[config.mk]
export PLATFORM = sky130hd
export DESIGN_NAME = calc2_req_dispatcher
export DESIGN_NICKNAME = d
export VERILOG_FILES = /design/src/rtl/calc2_req_dispatcher.sv
export SDC_FILE = /design/constraint.sdc
export NUM_CORES = 1
export LEC_CHECK = 0
export ABC_AREA = 1
export CAP_MARGIN = 30
export CORE_MARGIN = 2
export CORE_UTILIZATION = 30
export DETAILED_ROUTE_END_ITERATION = 10
export GPL_TIMING_DRIVEN = 0
export MAX_ROUTING_LAYER = met4
export SETUP_SLACK_MARGIN = 0.1
export SLEW_MARGIN = 15
export SYNTH_ARGS = -nofsm -noshare
export SYNTH_HDL_FRONTEND = slang
export SYNTH_SLANG_ARGS = --single-unit
[constraint.sdc]
create_clock -name c_clk -period 29.1 [get_ports c_clk]
set_clock_uncertainty 0.2 [all_clocks]
set_input_delay 5.82 -clock c_clk [delete_from_list [all_inputs] [get_ports c_clk]]
set_output_delay 5.82 -clock c_clk [all_outputs]
set_load 0.02 [all_outputs]
[src/rtl/calc2_req_dispatcher.sv]
// Request stage for calc2: takes one command at a time and issues it on one of
// four request ports as cmd+op1 then op2, allocating and freeing 2-bit tags per port.
module calc2_req_dispatcher #(
  parameter int NPORT = 4,
  parameter int NTAG  = 4
) (
  input  logic                 c_clk,
  input  logic                 reset,
  input  logic                 in_valid,
  output logic                 in_ready,
  input  logic [1:0]           in_port,
  input  logic [3:0]           in_cmd,
  input  logic [31:0]          in_op1,
  input  logic [31:0]          in_op2,
  output logic [1:0]           in_tag,
  output logic [4*NPORT-1:0]   req_cmd_out,
  output logic [32*NPORT-1:0]  req_data_out,
  output logic [2*NPORT-1:0]   req_tag_out,
  input  logic [2*NPORT-1:0]   resp_in,
  input  logic [2*NPORT-1:0]   tag_in,
  output logic [4:0]           in_flight,
  output logic [NPORT-1:0]     spurious_err
);

  typedef enum logic {
    IDLE = 1'b0,
    OP2  = 1'b1
  } phase_t;

  logic [NPORT*NTAG-1:0] busy_next_all;
  logic [NPORT-1:0]      in_op2_all;
  logic [NPORT-1:0]      full_all;
  logic [2*NPORT-1:0]    free_tag_all;
  logic [4:0]            in_flight_reg;
  logic [4:0]            in_flight_next;

  // Readiness looks only at the addressed port's registered state, never at in_valid.
  assign in_ready  = ~reset & ~in_op2_all[in_port] & ~full_all[in_port];
  assign in_tag    = free_tag_all[2*in_port +: 2];
  assign in_flight = in_flight_reg;

  genvar gi;
  generate
    for (gi = 0; gi < NPORT; gi++) begin : g_port
      localparam logic [1:0] PORT_ID = 2'(gi);

      phase_t            phase_reg;
      logic [NTAG-1:0]   busy_reg;
      logic [NTAG-1:0]   busy_next;
      logic              spur_reg;
      logic              spur_next;
      logic [31:0]       op2_reg;
      logic [1:0]        tag_reg;
      logic [3:0]        cmd_out_reg;
      logic [31:0]       data_out_reg;
      logic [1:0]        tag_out_reg;
      logic [1:0]        free_tag;
      logic              accept;
      logic              done;
      logic [1:0]        done_tag;

      assign accept   = in_valid & in_ready & (in_port == PORT_ID);
      assign done     = |resp_in[2*gi +: 2];
      assign done_tag = tag_in[2*gi +: 2];

      // Lowest-numbered free tag; stays 0 when the port is full.
      always_comb begin
        free_tag = 2'd0;
        for (int t = NTAG - 1; t >= 0; t--) begin
          if (!busy_reg[t]) free_tag = 2'(t);
        end
      end

      // Completion is judged against the pre-edge state, so a same-edge accept
      // never masks or satisfies a response.
      always_comb begin
        busy_next = busy_reg;
        spur_next = spur_reg;
        if (done) begin
          if (busy_reg[done_tag]) busy_next[done_tag] = 1'b0;
          else                    spur_next = 1'b1;
        end
        if (accept) busy_next[free_tag] = 1'b1;
      end

      always_ff @(posedge c_clk or posedge reset) begin
        if (reset) begin
          phase_reg    <= IDLE;
          busy_reg     <= '0;
          spur_reg     <= 1'b0;
          op2_reg      <= '0;
          tag_reg      <= '0;
          cmd_out_reg  <= '0;
          data_out_reg <= '0;
          tag_out_reg  <= '0;
        end else begin
          busy_reg <= busy_next;
          spur_reg <= spur_next;
          if (accept) begin
            phase_reg    <= OP2;
            op2_reg      <= in_op2;
            tag_reg      <= free_tag;
            cmd_out_reg  <= in_cmd;
            data_out_reg <= in_op1;
            tag_out_reg  <= free_tag;
          end else if (phase_reg == OP2) begin
            phase_reg    <= IDLE;
            cmd_out_reg  <= 4'd0;
            data_out_reg <= op2_reg;
            tag_out_reg  <= tag_reg;
          end else begin
            cmd_out_reg  <= 4'd0;
            data_out_reg <= 32'd0;
            tag_out_reg  <= 2'd0;
          end
        end
      end

      assign in_op2_all[gi]               = (phase_reg == OP2);
      assign full_all[gi]                 = &busy_reg;
      assign free_tag_all[2*gi +: 2]      = free_tag;
      assign busy_next_all[NTAG*gi +: NTAG] = busy_next;
      assign spurious_err[gi]             = spur_reg;
      assign req_cmd_out[4*gi +: 4]       = cmd_out_reg;
      assign req_data_out[32*gi +: 32]    = data_out_reg;
      assign req_tag_out[2*gi +: 2]       = tag_out_reg;
    end
  endgenerate

  // Outstanding count tracks busy exactly by counting the value busy is about to take.
  always_comb begin
    in_flight_next = 5'd0;
    for (int i = 0; i < NPORT*NTAG; i++) begin
      in_flight_next = in_flight_next + 5'(busy_next_all[i]);
    end
  end

  always_ff @(posedge c_clk or posedge reset) begin
    if (reset) in_flight_reg <= 5'd0;
    else       in_flight_reg <= in_flight_next;
  end

endmodule

==> run_results.csv, run 1 <==
group,metric,value,unit
critical_path,cp_data_required_time,23.08,ns
critical_path,timing.critical_path.from_type,"primary input",
critical_path,timing_worst_setup_path_type,"in -> out",
grt,grt_start_max_net_pins,101,
layout,instances_no_fill,2382,
timing,fmax,0.0691,GHz
grt,grt_remaining_overflow,0,
floorplan,die-width,216,um
floorplan,core_area,44300,um2
pwr,fraction_of_power_consumed_by_sequential_logic,0.453,
timing,worst-slew-pin-transition,0.749,ns
drt,first_pass_iters,7,
logic_synthesis,netlist_instances,1473,
layout,finalNetCount,1867,
logic_synthesis,synth_largest_area_cell,"dfrtp_1",
logic_synthesis,syn-cell-area,13500,um2
logic_synthesis,synth.top_cells.by_area,"dfrtp_1 59%, nand2_1 13%, nand4_1 6.4%",
logic_synthesis,post_synth.cell_area_avg,9.18,um2
drt,routedWlPerCell,18.8,um
clock_network,insertion_delay,0.52,ns
critical_path,critPathArrivalTime,8.45,ns
layout,final_layout_size_suffix_gt1_frac,0.0604,
timing,slew_violations,0,
timing,final.min_clock_period,14.47,ns
pwr,power.density_cell_area,62.7,nW/um2
timing,setup_viol_count_final,0,
logic_synthesis,synth_nets,1577,
timing,worst_slew_margin_rel,0.500,
layout,flow.area_growth_from_synthesis,33.7,%
worst_hold_path,hold_path.class,"reg -> reg",
clock_network,cts.reportedPaths.clkPinSlew,0.06,ns
drt,routed_wire_length,44700,um
pwr,p_switching,296,uW
pwr,ir_worst_vdd,0.0301,mV
place,place.gp.congestion,0.832,
floorplan,dieArea,46800,um2
grt,grt_first_pass_wirelength,68900,um
floorplan,std_cell_rows,77,
job,drv_cap,0,
drt,detail_route.drc_violations,0,
timing,timing_hold_violations_final,0,
drt,final_antenna_net_count,0,
clock_network,cts_tree,"built",
clock_network,tritoncts.num_buffers,35,
drt,num_vias,11102,
pwr,cell_internal_pwr,837,uW
logic_synthesis,synth_seq_area_share,0.587,
run_status,run_status,"complete, no violations",
critical_path,cp-end-kind,"output port",
logic_synthesis,synth_top_area_frac,0.587,
clock_network,max-clock-path-buffers,3,
place,dp.cells,2318,
layout,most_common_cell_after_layout_fill_and_taps_aside,"nand2_1",
clock_network,htreeDepth,2,
layout,layout_common_cells,"467 x nand2_1, 317 x dfrtp_1, 250 x clkdlybuf4s50_1",
critical_path,timing.critical_path.slowest_stage_cell,"clkdlybuf4s50_1",
floorplan,start_util,0.305,
grt,first_global_vias,11439,
logic_synthesis,synth_cell_types,28,
drt,detail_route.iter0.violations,979,
critical_path,crit_path_max_fanout,52,
drt,post_drt_via_cell_ratio,4.66,
place,hpwlAfterDp,32200,um
timing,setup_tns,0,ns
clock_network,post_cts.resized_instances,0,
critical_path,critical_path.cell_chain,"clkdlybuf4s50_1 > inv_8 > nand2_1 > nor2_1 > nand2_1 > nor2_4 > buf_2 > buf_2 > clkdlybuf4s50_1",
clock_network,post-cts-setup-buffers,0,
grt,overall_routing_resource_usage,0.199,
grt,grt_antenna_before_repair,2,
place,port_buffers,250,
clock_network,cts_hold_repair.buffers,0,
pwr,comb_power_share,0.128,
logic_synthesis,yosys_warnings,0,
floorplan,die_y,216,um
clock_network,clkSinkCount,317,
pwr,power.leakage,9.44,nW
logic_synthesis,ys_seq_elements,317,
timing,grt_setup_unrepaired,"no",
pwr,switching_fraction_of_total_power,0.261,
critical_path,cp_slowest_stage_delay,0.72,ns
clock_network,cts_root_buffer,"clkbuf_16",
pwr,clkPwrFrac,0.419,
timing,final_min_period_over_clock_period,0.497,
floorplan,boundaryPins,253,
power groups by stage:
stage / clock [mW] / sequential [mW] / combinational (mW)
final: 0.475 / 0.513 / 0.145
after global routing: 0.507 / 0.518 / 0.162
after CTS: 0.484 / 0.513 / 0.147
after detailed placement: 0 / 0.520 / 0.146
after global placement: 0 / 0.519 / 0.141
after floorplan: 0 / 0.525 / 0.0735
through the flow:
step | instance area, um2 | setup slack, ns | power [mW] | hold slack (ns) | utilization
global route | 18100 | 14.35 | 1.19 | 0.286 | 0.408
finish | 18100 | 14.63 | 1.13 | 0.269 | 0.408
global placement | 16800 | 5.63 | 0.660 | 0.254 | 0.378
floorplan | 13500 | 9.69 | 0.598 | 0.238 | -
detailed placement | 16800 | 14.60 | 0.666 | 0.258 | 0.380
CTS | 18100 | 14.60 | 1.14 | 0.273 | 0.408
synthesized netlist by cell type (all sizes together):
cell type  number
or3             1
clkinv          1
nand4         138
nand2         467
nor2           52
fa             10
o31ai           6
o21ai          41
ha              5
dfrtp         317
nand3          24
xor2            2
and2            1
a211o           1
a41o            3
o21bai        105
a21oi           7
clkbuf         48
inv           190
a31oi           4
buf            46
a21boi          4
final timing paths:
path / from / end / slack, ns / depth (start not counted)
min reg2reg: g_port[1].op2_reg[25]$_DFFE_PP0P_ / g_port[1].op2_reg[25]$_DFFE_PP0P_ / 0.27 / 2
min in group asynchronous: reset / g_port[2].tag_reg[0]$_DFFE_PP0P_ / 5.54 / 2
max in group asynchronous: reset / g_port[2].data_out_reg[15]$_DFF_PP0_ / 22.30 / 3
min: g_port[1].op2_reg[25]$_DFFE_PP0P_ / g_port[1].op2_reg[25]$_DFFE_PP0P_ / 0.27 / 2
max reg2reg: g_port[0].phase_reg$_DFF_PP0_ / in_flight[2]$_DFF_PP0_ / 23.32 / 16
max: reset / in_ready / 14.63 / 9
worst max-delay path: cells and delay by family:
| kind | cells | cell delay, ns |
|---|---|---|
| buffers and inverters | 5 | 2.15 |
| AND/OR/NAND/NOR | 4 | 0.46 |
layout make-up:
class / count / area (um2)
antenna: 2 / 5.00
fill: 4401 / 26200
timing repair buffer: 253 / 2580
clock buffer: 52 / 1040
multi-input combinational: 871 / 4430
sequential: 317 / 7930
clock inverter: 10 / 178
tap: 592 / 741
buffer: 94 / 437
inverter: 191 / 724
logic make-up (layout without fill, tap and decap cells):
group	after synthesis	in the layout	synth area share
fa+ha+maj	15	15	0.0194
xor+xnor	2	2	0.00130
compound gates	171	171	0.0864
buf+inv	285	600	0.0854
simple gates	683	683	0.221
other cells	0	2	0
flops	317	317	0.587
routing by layer:
metal	GRT usage	vias up	wire [um]
met1	0.264	5385	20100
met2	0.302	352	20400
met3	0.0372	84	2550
met4	0.0785	0	1610
li1	-	5281	-
met5	-	-	0
Note: power is estimated with default switching activity, not from simulation.
==> run 2: changes to the inputs <==
==> constraint.sdc (replaced) <==
create_clock -name c_clk -period 13.7 [get_ports c_clk]
set_clock_uncertainty 0.2 [all_clocks]
set_input_delay 2.74 -clock c_clk [delete_from_list [all_inputs] [get_ports c_clk]]
set_output_delay 2.74 -clock c_clk [all_outputs]
set_load 0.02 [all_outputs]
==> results of run 2 <==
Same layout as run 1 (identical final DEF). Status: complete, no violations.
Among the figures that moved: setup slack after placement 14.60 ns -> 5.12 ns; setup slack after layout 14.63 ns -> 5.39 ns; register-to-register setup slack 23.32 ns -> 7.92 ns; total power 1.13 mW -> 2.41 mW; worst IR drop on VDD 0.0301 mV -> 0.0640 mV
